## config.mk

```make
export PLATFORM = sky130hd
export DESIGN_NAME = instr_issue
export DESIGN_NICKNAME = d
export VERILOG_FILES = /design/src/rtl/instr_issue.sv
export SDC_FILE = /design/constraint.sdc
export NUM_CORES = 1
export LEC_CHECK = 0
export ABC_CLOCK_PERIOD_IN_PS = 1900
export CAP_MARGIN = 10
export CORE_UTILIZATION = 45
export CTS_CLUSTER_DIAMETER = 200
export DETAILED_ROUTE_END_ITERATION = 10
export PLACE_DENSITY = 0.77
export SLEW_MARGIN = 0
export SYNTH_ARGS = -nofsm -noshare
export SYNTH_HDL_FRONTEND = slang
export SYNTH_SLANG_ARGS = --single-unit
export TNS_END_PERCENT = 30
```

## constraint.sdc

```tcl
create_clock -name clk -period 1.9 [get_ports clk]
set_clock_uncertainty 0.15 [all_clocks]
set_input_delay 0.38 -clock clk [delete_from_list [all_inputs] [get_ports clk]]
set_output_delay 0.38 -clock clk [all_outputs]
set_load 0.02 [all_outputs]
```

## src/rtl/instr_issue.sv

```systemverilog
// instr_issue: fetch/issue sequencer driving the opcode decoder enable/opCode.
// Optional WAIT_DONE watchdog is compiled in with ISSUE_TIMEOUT_EN.
module instr_issue #(
    parameter int ADDR_W         = 8,
    parameter int INSTR_W        = 16,
    parameter int TIMEOUT_CYCLES = 255
) (
    input  logic               clk,
    input  logic               rst_n,
    input  logic               run,
    output logic [ADDR_W-1:0]  mem_addr,
    output logic               mem_rd,
    input  logic [INSTR_W-1:0] mem_rdata,
    input  logic               mem_valid,
    output logic               enable,
    output logic [3:0]         opCode,
    output logic [INSTR_W-5:0] operand,
    input  logic               exec_done,
    output logic [ADDR_W-1:0]  pc,
    output logic               halted,
    output logic               illegal,
    output logic               fault
);

    typedef enum logic [2:0] {
        S_IDLE, S_FETCH, S_WAIT_MEM, S_ISSUE, S_WAIT_DONE, S_HALT
    } state_t;

    state_t              state_q;
    logic [ADDR_W-1:0]   pc_q, addr_q;
    logic [INSTR_W-1:0]  ir_q;
    logic [3:0]          op_q;
    logic [INSTR_W-5:0]  opr_q;
    logic                rd_q, en_q, halt_q, ill_q;
    logic [ADDR_W-1:0]   pc_inc;
    logic [3:0]          ir_op;

    assign pc_inc = pc_q + ADDR_W'(1);
    assign ir_op  = ir_q[INSTR_W-1 -: 4];

`ifdef ISSUE_TIMEOUT_EN
    localparam int CNT_W = ($clog2(TIMEOUT_CYCLES + 1) > 8) ?
                           $clog2(TIMEOUT_CYCLES + 1) : 8;
    logic [CNT_W-1:0] cnt_q;
    logic             fault_q;
    assign fault = fault_q;
`else
    assign fault = 1'b0;
`endif

    always_ff @(posedge clk or negedge rst_n) begin
        if (!rst_n) begin
            state_q <= S_IDLE;
            pc_q    <= '0;
            addr_q  <= '0;
            ir_q    <= '0;
            op_q    <= '0;
            opr_q   <= '0;
            rd_q    <= 1'b0;
            en_q    <= 1'b0;
            halt_q  <= 1'b0;
            ill_q   <= 1'b0;
`ifdef ISSUE_TIMEOUT_EN
            cnt_q   <= '0;
            fault_q <= 1'b0;
`endif
        end else begin
            ill_q <= 1'b0;
            unique case (state_q)
                S_IDLE: begin
                    if (run) begin
                        rd_q    <= 1'b1;
                        addr_q  <= pc_q;
                        state_q <= S_FETCH;
                    end
                end
                S_FETCH: begin
                    rd_q    <= 1'b0;
                    state_q <= S_WAIT_MEM;
                end
                S_WAIT_MEM: begin
                    if (mem_valid) begin
                        ir_q    <= mem_rdata;
                        state_q <= S_ISSUE;
                    end
                end
                S_ISSUE: begin
                    case (ir_op)
                        4'b0111, 4'b1111: begin
                            op_q    <= ir_op;
                            opr_q   <= ir_q[INSTR_W-5:0];
                            en_q    <= 1'b1;
                            state_q <= S_WAIT_DONE;
`ifdef ISSUE_TIMEOUT_EN
                            cnt_q   <= '0;
`endif
                        end
                        4'b0000: begin
                            halt_q  <= 1'b1;
                            state_q <= S_HALT;
                        end
                        default: begin
                            ill_q   <= 1'b1;
                            pc_q    <= pc_inc;
                            rd_q    <= run;
                            addr_q  <= pc_inc;
                            state_q <= run ? S_FETCH : S_IDLE;
                        end
                    endcase
                end
                S_WAIT_DONE: begin
                    if (exec_done) begin
                        en_q    <= 1'b0;
                        pc_q    <= pc_inc;
                        rd_q    <= run;
                        addr_q  <= pc_inc;
                        state_q <= run ? S_FETCH : S_IDLE;
                    end
`ifdef ISSUE_TIMEOUT_EN
                    else if (cnt_q == CNT_W'(TIMEOUT_CYCLES - 1)) begin
                        en_q    <= 1'b0;
                        fault_q <= 1'b1;
                        halt_q  <= 1'b1;
                        state_q <= S_HALT;
                    end else begin
                        cnt_q <= cnt_q + CNT_W'(1);
                    end
`endif
                end
                S_HALT: begin
                    // pc still points at the HALT word so a restart re-fetches it
                    if (!run) begin
                        halt_q  <= 1'b0;
                        state_q <= S_IDLE;
                    end
                end
                default: state_q <= S_IDLE;
            endcase
        end
    end

    assign mem_addr = addr_q;
    assign mem_rd   = rd_q;
    assign enable   = en_q;
    assign opCode   = op_q;
    assign operand  = opr_q;
    assign pc       = pc_q;
    assign halted   = halt_q;
    assign illegal  = ill_q;

endmodule
```

**After elaboration in Yosys (flattened, before gate mapping)**

Cells that the tools add are included.

- Logic and storage cells: 65
- Register bits: 55
- Input port bits: 21
- Output and inout port bits: 37

- Add/sub/neg operators: 1
- Equal/unequal tests: 14
- Muxes and demuxes: 24
- Reductions and logical operators: 16

Operators with widths:

| kind | number |
|---|---|
| two-way mux 8 bit | 3 |
| one-hot mux 8 bit (3 select lines) | 1 |
| one-hot mux 3 bit (6 select lines) | 1 |
| one-hot mux 8 bit (2 select lines) | 1 |
| != test 2 bit (second input constant) | 7 |
| two-way mux 3 bit | 4 |
| AND reduction 4 bit | 3 |
| two-way mux 1 bit | 10 |
| AND reduction 3 bit | 3 |
| adder 8 x 1 -> 8 bit (second input constant) | 1 |
| equality test 3 x 2 -> 1 bit (second input constant) | 2 |
| equality test 3 bit (second input constant) | 2 |
| one-hot mux 3 bit (2 select lines) | 1 |
| equality test 4 x 3 -> 1 bit (second input constant) | 1 |
| equality test 4 bit (second input constant) | 1 |
| zero test 4 bit | 1 |
| one-hot mux 1 bit (2 select lines) | 2 |
| one-hot mux 1 bit (4 select lines) | 1 |
| AND reduction 2 bit | 2 |
| nonzero test 2 bit | 2 |
| nonzero test 4 bit | 1 |
| equality test 3 x 1 -> 1 bit (second input constant) | 1 |
| zero test 3 bit | 1 |
| nonzero test 3 bit | 1 |
| other kinds (2) | 2 |

**Depth between registers and ports, before layout**

Gate-level depths: netlist of the first run.

- Word-level depth: 4
- Depth in mapped cells: 6
- Depth with buffers taken out: 5

**Worst setup path after synthesis of the first run**

OpenSTA, ideal clock, no wires.

- Path kind: register to register
- Start: reg state_q[2]
- End: reg op_q[3], in the netlist opCode[3]
- Clock period less this slack: 1,776 ps
- Arrival time: 1,501 ps
- Stages on the path, launching flop included: 6
- Data required time: 1,625 ps
- Buffers on the path: 2
- Setup slack: 124 ps
- Cell sequence: dfrtp_1 > buf_6 > nand3b_4 > nor2_2 > buf_2 > mux2_2

- Longest elaborated chain between the ends: 2

RTL lines:

| what | RTL line | text |
|---|---|---|
| from (decl) | 29 | `state_t state_q;` |
| from (signal assigned) | 107 | `state_q <= run ? S_FETCH : S_IDLE;` |
| from (signal assigned) | 117 | `state_q <= run ? S_FETCH : S_IDLE;` |
| equality test 3 x 2 -> 1 bit | 69 | `unique case (state_q)` |
| AND reduction 2 bit (no line) | - |  |
| to (signal assigned) | 90 | `op_q <= ir_op;` |
| to (decl) | 32 | `logic [3:0] op_q;` |

Every way passes these cells.
A chain may end at the register's enable or synchronous reset.

**Final worst setup path of the first run**

- Start: reg halt_q, in the netlist halted
- End: out halted

RTL lines:

| what | RTL line | text |
|---|---|---|
| from (decl) | 34 | `logic rd_q, en_q, halt_q, ill_q;` |
| from (signal assigned) | 61 | `halt_q <= 1'b0;` |
| from (signal assigned) | 99 | `halt_q <= 1'b1;` |
| from (signal assigned) | 133 | `halt_q <= 1'b0;` |
| to (decl) | 20 | `output logic halted,` |

No word-level cell between the ends.

==> metrics.md, run 1 <==
| Metric | Value |
|---|---|
| Most frequent cells in the layout | `55 x dfrtp_1, 46 x clkdlybuf4s50_1, 31 x mux2_2` |
| Area of the multi-input gates | `1023 um^2` |
| H-tree depth | `2` |
| Global-route usage over all layers | `17.39%` |
| Post-synth ARST share | `100.0%` |
| CTS root buf | `clkbuf_8` |
| Status | `completed` |
| Initial antenna violation count | `0` |
| Non-Filler Instances | `336` |
| Worst hold path type | `flop to flop` |
| Ant. Diodes | `0` |
| CP Capture Type | `output port` |
| Remaining DRCs | `0` |
| Chip height | `76.41 um` |
| Core area | `5205 um^2` |
| CTS tree | `built` |
| Syn avg cell area | `12.78 um^2` |
| Max_cap viols | `0` |
| Initial Util | `47.86%` |
| Vias/cell | `5.068` |
| Power density cells | `1742 nW/um^2` |
| Max clock buf depth | `2` |
| Worst slew margin | `66.31%` |
| Filler cells | `433` |
| CP Cell Sequence | `clkdlybuf4s50_1` |
| Period minus WS final | `1843 ps` |
| Worst-skew pair later-pin latency | `320 ps` |
| Slowest CP cell | `clkdlybuf4s50_1` |
| Placed cell count | `327` |
| Top FF cell, synth | `dfrtp_1` |
| Final WS setup | `56.73 ps` |
| Period utilization | `97.01%` |
| Gpl congestion | `0.7916` |
| Area Growth Syn to Fin | `34.15%` |
| WL final | `4.506 mm` |
| Post-Syn Area | `2491 um^2` |
| Die area | `5838 um^2` |
| Share of layout cells above drive strength 1 | `27.44%` |
| Unique masters post-synth | `46` |
| Die Wd | `76.41 um` |
| Max FO, Critical Path | `3` |
| Seq/Total Area, Yosys | `55.25%` |
| Worst vdd ir | `0.001038 V` |
| DP Wirelength | `3.305 mm` |
| Fin. Hold Viols | `0` |
| Critical path launch point type | `flop` |
| CTS sink cnt | `55` |
| CTS Buf Count | `5` |
| Commonest non-fill, non-tap cell in the layout | `dfrtp_1` |
| Post-Synthesis Cells | `195` |
| CP bufs+invs | `1` |
| Top cell family by delay on the critical path | `buffers and inverters` |
| Layout Nets | `287` |
| FF+latch count, synth | `55` |
| Syn Nets | `217` |
| Max Freq | `0.5425 GHz` |
| Global-route wire length before repair | `7.928 mm` |
| Ports | `58` |
| Fin. max-slew vios | `0` |
| Initial DRC count | `89` |
| Sequential Area | `1376 um^2` |
| Yosys warns | `0` |
| Sum of negative setup slack | `0 ps` |
| Rows | `26` |
| CP required | `1370 ps` |
| Setup repair bufs after CTS | `0` |
| Worst-Margin Slew | `505.4 ps` |
| RSZ-0062 raised after global routing | `no` |
| Post-synth EDFFs | `0` |
| P_leak | `1.445 nW` |
| GR Overflow Total | `0` |
| Setup Viol. Count Final | `0` |
| TritonRoute pass-1 iters | `5` |
| Final antenna-violating net count | `0` |
| Vias | `1,703` |
| Final core occ | `64.21%` |
| Clk slew on worst S/H paths | `100 ps` |
| Crit Path Category | `flop to output port` |
| Largest net degree at the start of global routing | `22` |
| Delay of the slowest critical-path stage | `610 ps` |
| WP data arrival | `1310 ps` |
| Port Buffers | `56` |
| Drt wl/cell | `13.41 um` |
| Number of global-route vias before repair | `1,691` |
| Place WS | `-112.4 ps` |
through the flow:
stage               area [um^2]  power (mW)  hold WS [ps]
floorplan                  2491       4.033        -65.59
CTS                        3332       5.893         329.5
detailed placement         3241       5.268         225.4
global placement           3241       5.196         228.7
finish                     3342       5.820         324.9
global route               3342       6.228         353.4
state kept, by name, indices dropped and copies added (netlist names):
signal / count
ir_q: 16
operand: 12
mem_addr: 8
pc: 8
opCode: 4
state_q: 3
enable: 1
halted: 1
illegal: 1
mem_rd: 1
report_power, final:
| part | switching [mW] | internal [mW] | leakage, nW |
|---|---|---|---|
| registers | 0.390 | 1.75 | 0.658 |
| clock network | 0.384 | 0.260 | 0.0483 |
| logic | 1.44 | 1.59 | 0.739 |
cell type report:
| type | count | area share (%) |
|---|---|---|
| Clock buffer | 5 | 2.059 |
| Timing Repair Buffer | 73 | 22.50 |
| Inverter | 4 | 0.4493 |
| Sequential cell | 55 | 41.18 |
| Multi-Input combinational cell | 126 | 30.63 |
| Tap cell | 70 | 2.621 |
| Clock inverter | 3 | 0.5616 |
Yosys cell counts, types with 2 or more instances:
cell / instances / area share (%)
o21ai_2: 3 / 1.1
nand3_1: 3 / 0.60
nand2_1: 17 / 2.6
buf_4: 3 / 0.90
o21ai_0: 7 / 1.4
buf_6: 3 / 1.4
xnor2_1: 10 / 3.5
dfrtp_1: 55 / 55
xor2_1: 5 / 1.8
o31ai_1: 2 / 0.60
buf_2: 3 / 0.60
a21oi_1: 4 / 0.80
inv_1: 4 / 0.60
mux2_2: 31 / 14
nor2_1: 6 / 0.90
a31oi_1: 3 / 0.75
a211oi_1: 3 / 0.90
or2_2: 3 / 0.75
nor3_1: 2 / 0.40
mux2i_1: 2 / 0.80
path summary, 6_finish.rpt:
path,start,end,slack [ps],cells past startpoint
min in group asynchronous,rst_n,operand[5]$_DFFE_PN0P_,400,2
setup / recovery,halted$_DFFE_PN0P_,halted,60,1
hold reg to reg,opCode[0]$_DFFE_PN0P_,opCode[0]$_DFFE_PN0P_,320,1
hold / removal,opCode[0]$_DFFE_PN0P_,opCode[0]$_DFFE_PN0P_,320,1
setup reg to reg,state_q[0]$_DFFE_PN0P_,ir_q[7]$_DFFE_PN0P_,100,5
max in group asynchronous,rst_n,mem_addr[1]$_DFFE_PN0P_,730,3
repair_timing:
| item | 4_1_cts | 5_1_grt |
|---|---|---|
| hold buffers | 1 | 0 |
| setup endpoints to repair | 5 | 4 |
| hold endpoints to repair | 19 | 0 |
| cloned | 0 | 0 |
| gates resized for setup | 5 | 4 |
cells by family after synthesis:
| kind of cell | count (synthesis) | share of synthesized area, % |
|---|---|---|
| compound gates | 31 | 9.945 |
| xor+xnor | 15 | 5.273 |
| fa+ha+maj | 1 | 0.5022 |
| buf+inv | 14 | 3.666 |
| flops | 55 | 55.25 |
| mux | 33 | 14.82 |
| other cells | 1 | 0.1505 |
| simple gates | 45 | 10.40 |
metal layers:
metal / vias to the layer above / track usage, % / wire, um
met5: - / 0 / 0
met4: 0 / 5.769 / 65
met3: 7 / 6.946 / 324
met2: 47 / 28.02 / 2112
met1: 822 / 21.23 / 2003
li1: 827 / - / -
Power figures use the tool's default switching activity.
==> run 2, diff against run 1 <==
CORE_MARGIN = 5   (was not set)
==> run 2 against run 1 <==
Effect of this change:
- hold slack better by 2.8 ps
- sequential share of layout area fell by 0.47 points
- fmax increased by 1.4%
- via count decreased by 0.88%
- routed wire length rose by 2.6%
- final cell count rose by 1.2%
- first-iteration DRC count down 45%
- critical endpoint unchanged
- largest cell class unchanged
==> metrics.md, run 2 (synthesis results as in run 1) <==
| Metric | Value |
|---|---|
| Initial antenna violation count | `0 (unchanged)` |
| Ports | `58 (unchanged)` |
| Worst vdd ir | `0.0008254 V (-20%)` |
| Number of global-route vias before repair | `1,770 (+4.7%)` |
| Clk slew on worst S/H paths | `100 ps (about the same)` |
| Status | `completed` |
| R2r setup slk | `100 ps (about the same)` |
| CTS sink cnt | `55 (unchanged)` |
| Placed cell count | `331 (+1.2%)` |
| CTS root buf | `clkbuf_8` |
| Non-Filler Instances | `340 (+1.2%)` |
| WP data arrival | `1290 ps (-20 ps)` |
| Crit path to | `halted` |
| Initial DRC count | `49 (-45%)` |
| Period minus WS final | `1818 ps (-24.81 ps)` |
| Period utilization | `95.71% (-1.3 points)` |
| Routed length on met2 | `2.322 mm (+9.9%)` |
| Reg-to-Reg Start | `state_q[0]$_DFFE_PN0P_` |
| Share of layout cells above drive strength 1 | `28.36% (+0.91 points)` |
| Top cell family by delay on the critical path | `buffers and inverters` |
| CTS Buf Count | `5 (unchanged)` |
| Commonest non-fill, non-tap cell in the layout | `dfrtp_1` |
| Crit Path Category | `flop to output port` |
| Delay of the slowest critical-path stage | `610 ps (about the same)` |
| GR Overflow Total | `0 (unchanged)` |
| Largest net degree at the start of global routing | `56 (+150%)` |
| Filler cells | `449 (+3.7%)` |
| Net switching power | `2.199 mW (-0.62%)` |
| Max Freq | `0.5499 GHz (+1.4%)` |
| Largest Register | `ir_q` |
| Worst R2R End | `mem_addr[6]$_DFFE_PN0P_` |
| CP required | `1370 ps (about the same)` |
| Max_cap viols | `0 (unchanged)` |
| Combinational share of power | `51.2% (-0.9 points)` |
| Layout Nets | `289 (+0.70%)` |
| TritonRoute pass-1 iters | `3 (-2)` |
| Post-route cell area | `3381 um^2 (+1.2%)` |
| Rows | `27 (+3.8%)` |
| Setup repair bufs after CTS | `0 (unchanged)` |
| Critical path launch point type | `flop` |
| P_int | `3.811 mW (+5.7%)` |
| RSZ-0062 raised after global routing | `no` |
| P_leak | `1.450 nW (+0.36%)` |
| Worst hold path type | `flop to flop` |
| Core area | `5439 um^2 (+4.5%)` |
| Fin. Hold Viols | `0 (unchanged)` |
| Highest routed layer | `met4` |
| Met1 WL | `1.883 mm (-6.0%)` |
| Area Growth Syn to Fin | `35.71%` |
| Critical Path Start | `halted$_DFFE_PN0P_` |
| CP Capture Type | `output port` |
| DP Wirelength | `3.425 mm (+3.6%)` |
| Most frequent cells in the layout | `55 x dfrtp_1, 48 x clkdlybuf4s50_1, 31 x mux2_2` |
| Met3 wire length | `393 um (+21%)` |
| Die area | `7124 um^2 (+22%)` |
| Vias | `1,688 (-0.88%)` |
| CP bufs+invs | `1 (unchanged)` |
| WL final | `4.625 mm (+2.6%)` |
| Vias/cell | `4.965 (-2.0%)` |
| Port Buffers | `56 (unchanged)` |
| Remaining DRCs | `0 (unchanged)` |
| Die Wd | `84.41 um (+10%)` |
| Gpl congestion | `0.7705 (-2.7%)` |
| Fin. max-slew vios | `0 (unchanged)` |
| Reg2reg path depth | `4 (-1)` |
| CP Cell Sequence | `clkdlybuf4s50_1` |
| Number of flip-flops under the largest register name | `16 (unchanged)` |
| Cell depth of the worst setup path | `1 (unchanged)` |
| Global-route usage over all layers | `14.00% (-3.4 points)` |
| Worst-skew pair later-pin latency | `300 ps (-20 ps)` |
| Cell Area, Placed | `3246 um^2 (+0.15%)` |
| Drt wl/cell | `13.60 um (+1.4%)` |
| CTS tree | `built` |
| Chip height | `84.41 um (+10%)` |
| Max clock buf depth | `2 (unchanged)` |
| Seq pwr share | `35.4% (-1.4 points)` |
| Clock network fraction of total power | `13.4% (+2.3 points)` |
| Power density cells | `1778 nW/um^2 (+2.1%)` |
| Initial Util | `45.80% (-2.1 points)` |
| Sw frac | `36.59% (-1.4 points)` |
| Final antenna-violating net count | `0 (unchanged)` |
| Max FO, Critical Path | `3 (unchanged)` |
| Slowest CP cell | `clkdlybuf4s50_1` |
| Global-route wire length before repair | `8.183 mm (+3.2%)` |
| Ant. Diodes | `0 (unchanged)` |
| Setup Viol. Count Final | `0 (unchanged)` |
| H-tree depth | `2 (unchanged)` |
-- run 2: cell count changes in the layout (fill, tap and decap cells not counted), moves of 2 or more --
cell	change
clkdlybuf4s50_1	+2
buf_4	+3
clkinv_2	-2
dlymetal6s2s_1	-2
-- run 2: power by group through the flow --
stage	clock [mW]	sequential, mW	combinational, mW
4_1_cts	0.831	2.14	3.12
2_1_floorplan	0	2.57	1.46
3_3_place_gp	0	2.15	3.08
5_1_grt	0.882	2.23	3.33
6_report	0.804	2.13	3.08
3_5_place_dp	0	2.17	3.14
-- run 2: worst min path at each step --
| stage | startpoint | to | slack [ps] | depth (start not counted) |
|---|---|---|---|---|
| after CTS | opCode[1]$_DFFE_PN0P_ | opCode[1]$_DFFE_PN0P_ | 330 | 1 |
| after detailed placement | rst_n | ir_q[9]$_DFFE_PN0P_ | 250 | 2 |
| after floorplan | rst_n | enable$_DFFE_PN0P_ | -70 | 0 |
| after global placement | rst_n | ir_q[9]$_DFFE_PN0P_ | 250 | 2 |
| final | opCode[1]$_DFFE_PN0P_ | opCode[1]$_DFFE_PN0P_ | 330 | 1 |
| after global routing | mem_addr[0]$_DFFE_PN0P_ | mem_addr[0]$_DFFE_PN0P_ | 360 | 2 |
-- run 2: metrics by stage --
stage	utilization, %	TNS (ps)	worst slack (ps)	hold WS (ps)	power [mW]
3_5_place_dp	59.67	-1414	-125.6	249.4	5.310
5_1_grt	62.16	0	12.02	361.0	6.441
3_3_place_gp	59.67	-1238	-103.8	251.3	5.229
4_1_cts	61.97	0	2.458	332.1	6.100
6_report	62.16	0	81.54	327.7	6.011
2_1_floorplan	-	0	124.4	-65.59	4.033
-- run 2: repair_timing --
item,CTS,global route
pin swaps,0,0
gates resized for setup,5,3
hold endpoints to repair,55,0
hold buffers,1,0
setup endpoints to repair,5,4
-- run 2: area by class of cell --
cell class	count	area, um^2	area share [%]
clock buffer	6	82.58	2.443
clock inverter	2	38.79	1.147
inverter	4	15.01	0.4441
multi-input combinational	126	1028	30.42
sequential	55	1376	40.71
tap	72	90.09	2.665
timing repair buffer	75	749.5	22.17
-- run 2: metal layers --
metal	global-route usage, %	vias to the layer above
met1	16.59	815
met2	24.18	42
met3	5.496	4
met5	0	-
met4	3.022	0
li1	-	827
==> run 3, diff against run 2 <==
ABC_CLOCK_PERIOD_IN_PS = 1800   (was 1900)
CORE_UTILIZATION = 49   (was 45)
PLACE_DENSITY = 0.8   (was 0.77)
REMOVE_ABC_BUFFERS = 1   (was not set)
clock period = 1.8 ns   (was 1.9 ns; I/O delays follow)
==> run 3 against run 2 <==
Effect of this change:
- cell area increased by 0.11%
- global-route usage increased by 2.5 points
- core utilization increased by 5.4 points
- hold slack got worse by 3.1 ps
- via count increased by 3.4%
- sequential power increased by 5%
- die area decreased by 7.2%
- critical path type unchanged
- largest cell class unchanged
- largest power group unchanged
==> metrics.md, run 3 (synthesis results as in run 1) <==
| Metric | Value |
|---|---|
| Status | `completed` |
| Remaining DRCs | `0 (unchanged)` |
| Worst R2R End | `mem_rd$_DFFE_PN0P_` |
| Top cell family by delay on the critical path | `buffers and inverters` |
| H-tree depth | `2 (unchanged)` |
| Die area | `6610 um^2 (-7.2%)` |
| Most frequent cells in the layout | `53 x dfrtp_1, 31 x mux2_2, 25 x dlygate4sd2_1` |
| Final antenna-violating net count | `0 (unchanged)` |
| CTS root buf | `clkbuf_8` |
| Fin. Hold Viols | `0 (unchanged)` |
| WP data arrival | `1240 ps (-50 ps)` |
| Reg2reg path depth | `4 (unchanged)` |
| Worst hold path type | `flop to flop` |
| Seq pwr share | `36.6% (+1.2 points)` |
| Commonest non-fill, non-tap cell in the layout | `dfrtp_1` |
| P_int | `3.730 mW (-2.1%)` |
| Clock network fraction of total power | `11.5% (-1.9 points)` |
| Share of layout cells above drive strength 1 | `31.14% (+2.8 points)` |
| Number of global-route vias before repair | `1,796 (+1.5%)` |
| Port Buffers | `56 (unchanged)` |
| Slowest CP cell | `clkdlybuf4s50_1` |
| Largest net degree at the start of global routing | `29 (-48%)` |
| Initial Util | `49.73% (+3.9 points)` |
| Critical path launch point type | `flop` |
| Vias/cell | `5.087 (+2.5%)` |
| Placed cell count | `334 (+0.91%)` |
| Initial antenna violation count | `0 (unchanged)` |
| CTS tree | `built` |
| RSZ-0062 raised after global routing | `yes` |
| Max Freq | `0.5713 GHz` |
| R2r setup slk | `50 ps (-50 ps)` |
| Worst-skew pair later-pin latency | `310 ps (about the same)` |
| Max_cap viols | `0 (unchanged)` |
| Worst Hold Depth | `1 (unchanged)` |
| Sw frac | `39.03% (+2.4 points)` |
| Rows | `26 (-3.7%)` |
| Reg-to-Reg Start | `ir_q[12]$_DFFE_PN0P_` |
| Clk slew on worst S/H paths | `100 ps (about the same)` |
| Hold EP | `opCode[2]$_DFFE_PN0P_` |
| Place WS | `-203.0 ps (-77.40 ps)` |
| Setup Viol. Count Final | `0 (unchanged)` |
| Ant. Diodes | `0 (unchanged)` |
| Fin. max-slew vios | `0 (unchanged)` |
| CP bufs+invs | `1 (unchanged)` |
| CTS Buf Count | `5 (unchanged)` |
| Final WS setup | `49.62 ps (-31.93 ps)` |
| Period utilization | `97.24%` |
| Non-Filler Instances | `343 (+0.88%)` |
| CP Capture Type | `output port` |
| CP Cell Sequence | `clkdlybuf4s50_1` |
| TritonRoute pass-1 iters | `4 (+1)` |
| Period minus WS final | `1750 ps` |
| Crit Path Category | `flop to output port` |
| Max clock buf depth | `2 (unchanged)` |
| Global-route usage over all layers | `16.51% (+2.5 points)` |
| Max FO, Critical Path | `1 (-2)` |
| Die Wd | `81.30 um (-3.7%)` |
| Number of flip-flops under the largest register name | `16 (unchanged)` |
| Delay of the slowest critical-path stage | `600 ps (about the same)` |
| Largest Register | `ir_q` |
| CP required | `1290 ps (-80 ps)` |
| GR Overflow Total | `0 (unchanged)` |
| P_leak | `1.595 nW (+9.9%)` |
| Worst Hold Launch | `opCode[2]$_DFFE_PN0P_` |
| Combinational share of power | `51.9% (+0.7 points)` |
| DP Wirelength | `3.588 mm (+4.8%)` |
| Net switching power | `2.388 mW (+8.6%)` |
| Drt wl/cell | `14.22 um (+4.5%)` |
| Vias | `1,745 (+3.4%)` |
| Gpl congestion | `0.9259 (+20%)` |
| Initial DRC count | `94 (+92%)` |
| WL final | `4.878 mm (+5.5%)` |
| Chip height | `81.30 um (-3.7%)` |
| Ports | `58 (unchanged)` |
| Layout Nets | `294 (+1.7%)` |
| CTS sink cnt | `55 (unchanged)` |
| Core area | `5010 um^2 (-7.9%)` |
| Power density cells | `1808 nW/um^2 (+1.7%)` |
| Global-route wire length before repair | `8.424 mm (+2.9%)` |
| Area Growth Syn to Fin | `35.86%` |
| Worst vdd ir | `0.0009544 V (+16%)` |
-- run 3: how the worst max path moves through the flow --
| stage | start | end | slack, ps | depth (start not counted) |
|---|---|---|---|---|
| final | illegal$_DFF_PN0_ | illegal | 50 | 1 |
| after global routing | state_q[0]$_DFFE_PN0P_ | pc[5]$_DFFE_PN0P_ | -20 | 5 |
| after CTS | operand[6]$_DFFE_PN0P_ | operand[6] | 2 | 1 |
| after detailed placement | run | mem_rd$_DFFE_PN0P_ | -200 | 5 |
| after global placement | run | mem_rd$_DFFE_PN0P_ | -170 | 5 |
| after floorplan | state_q[2]$_DFFE_PN0P_ | opCode[3]$_DFFE_PN0P_ | -20 | 3 |
-- run 3: routing by layer --
layer  vias up  routed length, um  GRT usage, %
met4         0                 30         3.547
met1       853               2191         21.77
li1        838                  -             -
met2        48               2277         26.38
met3         6                378         5.654
met5         -                  0             0
-- run 3: power groups by stage --
stage | clock network [mW] | logic, mW | registers [mW]
2_1_floorplan | 0 | 1.37 | 2.77
3_3_place_gp | 0 | 3.33 | 2.24
3_5_place_dp | 0 | 3.39 | 2.27
4_1_cts | 0.727 | 3.22 | 2.24
5_1_grt | 0.775 | 3.49 | 2.34
6_report | 0.703 | 3.18 | 2.24
-- run 3: final cells by class --
type                    count  area, um^2
clock buffers               5       68.82
inverters                   4       15.01
multi-input cells         126        1037
flip-flops and latches     55        1379
clock inverters             3       23.77
well taps                  70       87.58
repair buffers             80       773.2
fillers                   402        1625
-- run 3: stage by stage --
step	hold WS (ps)	TNS (ps)	util [%]	total power, mW	area, um^2
2_1_floorplan	-85.59	-436.0	-	4.133	2415
3_3_place_gp	238.6	-2160	65.23	5.572	3268
3_5_place_dp	244.8	-2545	65.23	5.661	3268
4_1_cts	332.4	0	66.66	6.187	3339
5_1_grt	358.0	-17.04	67.56	6.605	3385
6_report	324.6	0	67.56	6.118	3385
-- run 3: what timing repair did --
action	in CTS	in global routing
endpoints found under the hold margin	55	0
buffers inserted	0	0
endpoints found under the setup margin	25	35
gates resized for setup	25	17
hold buffers	1	0
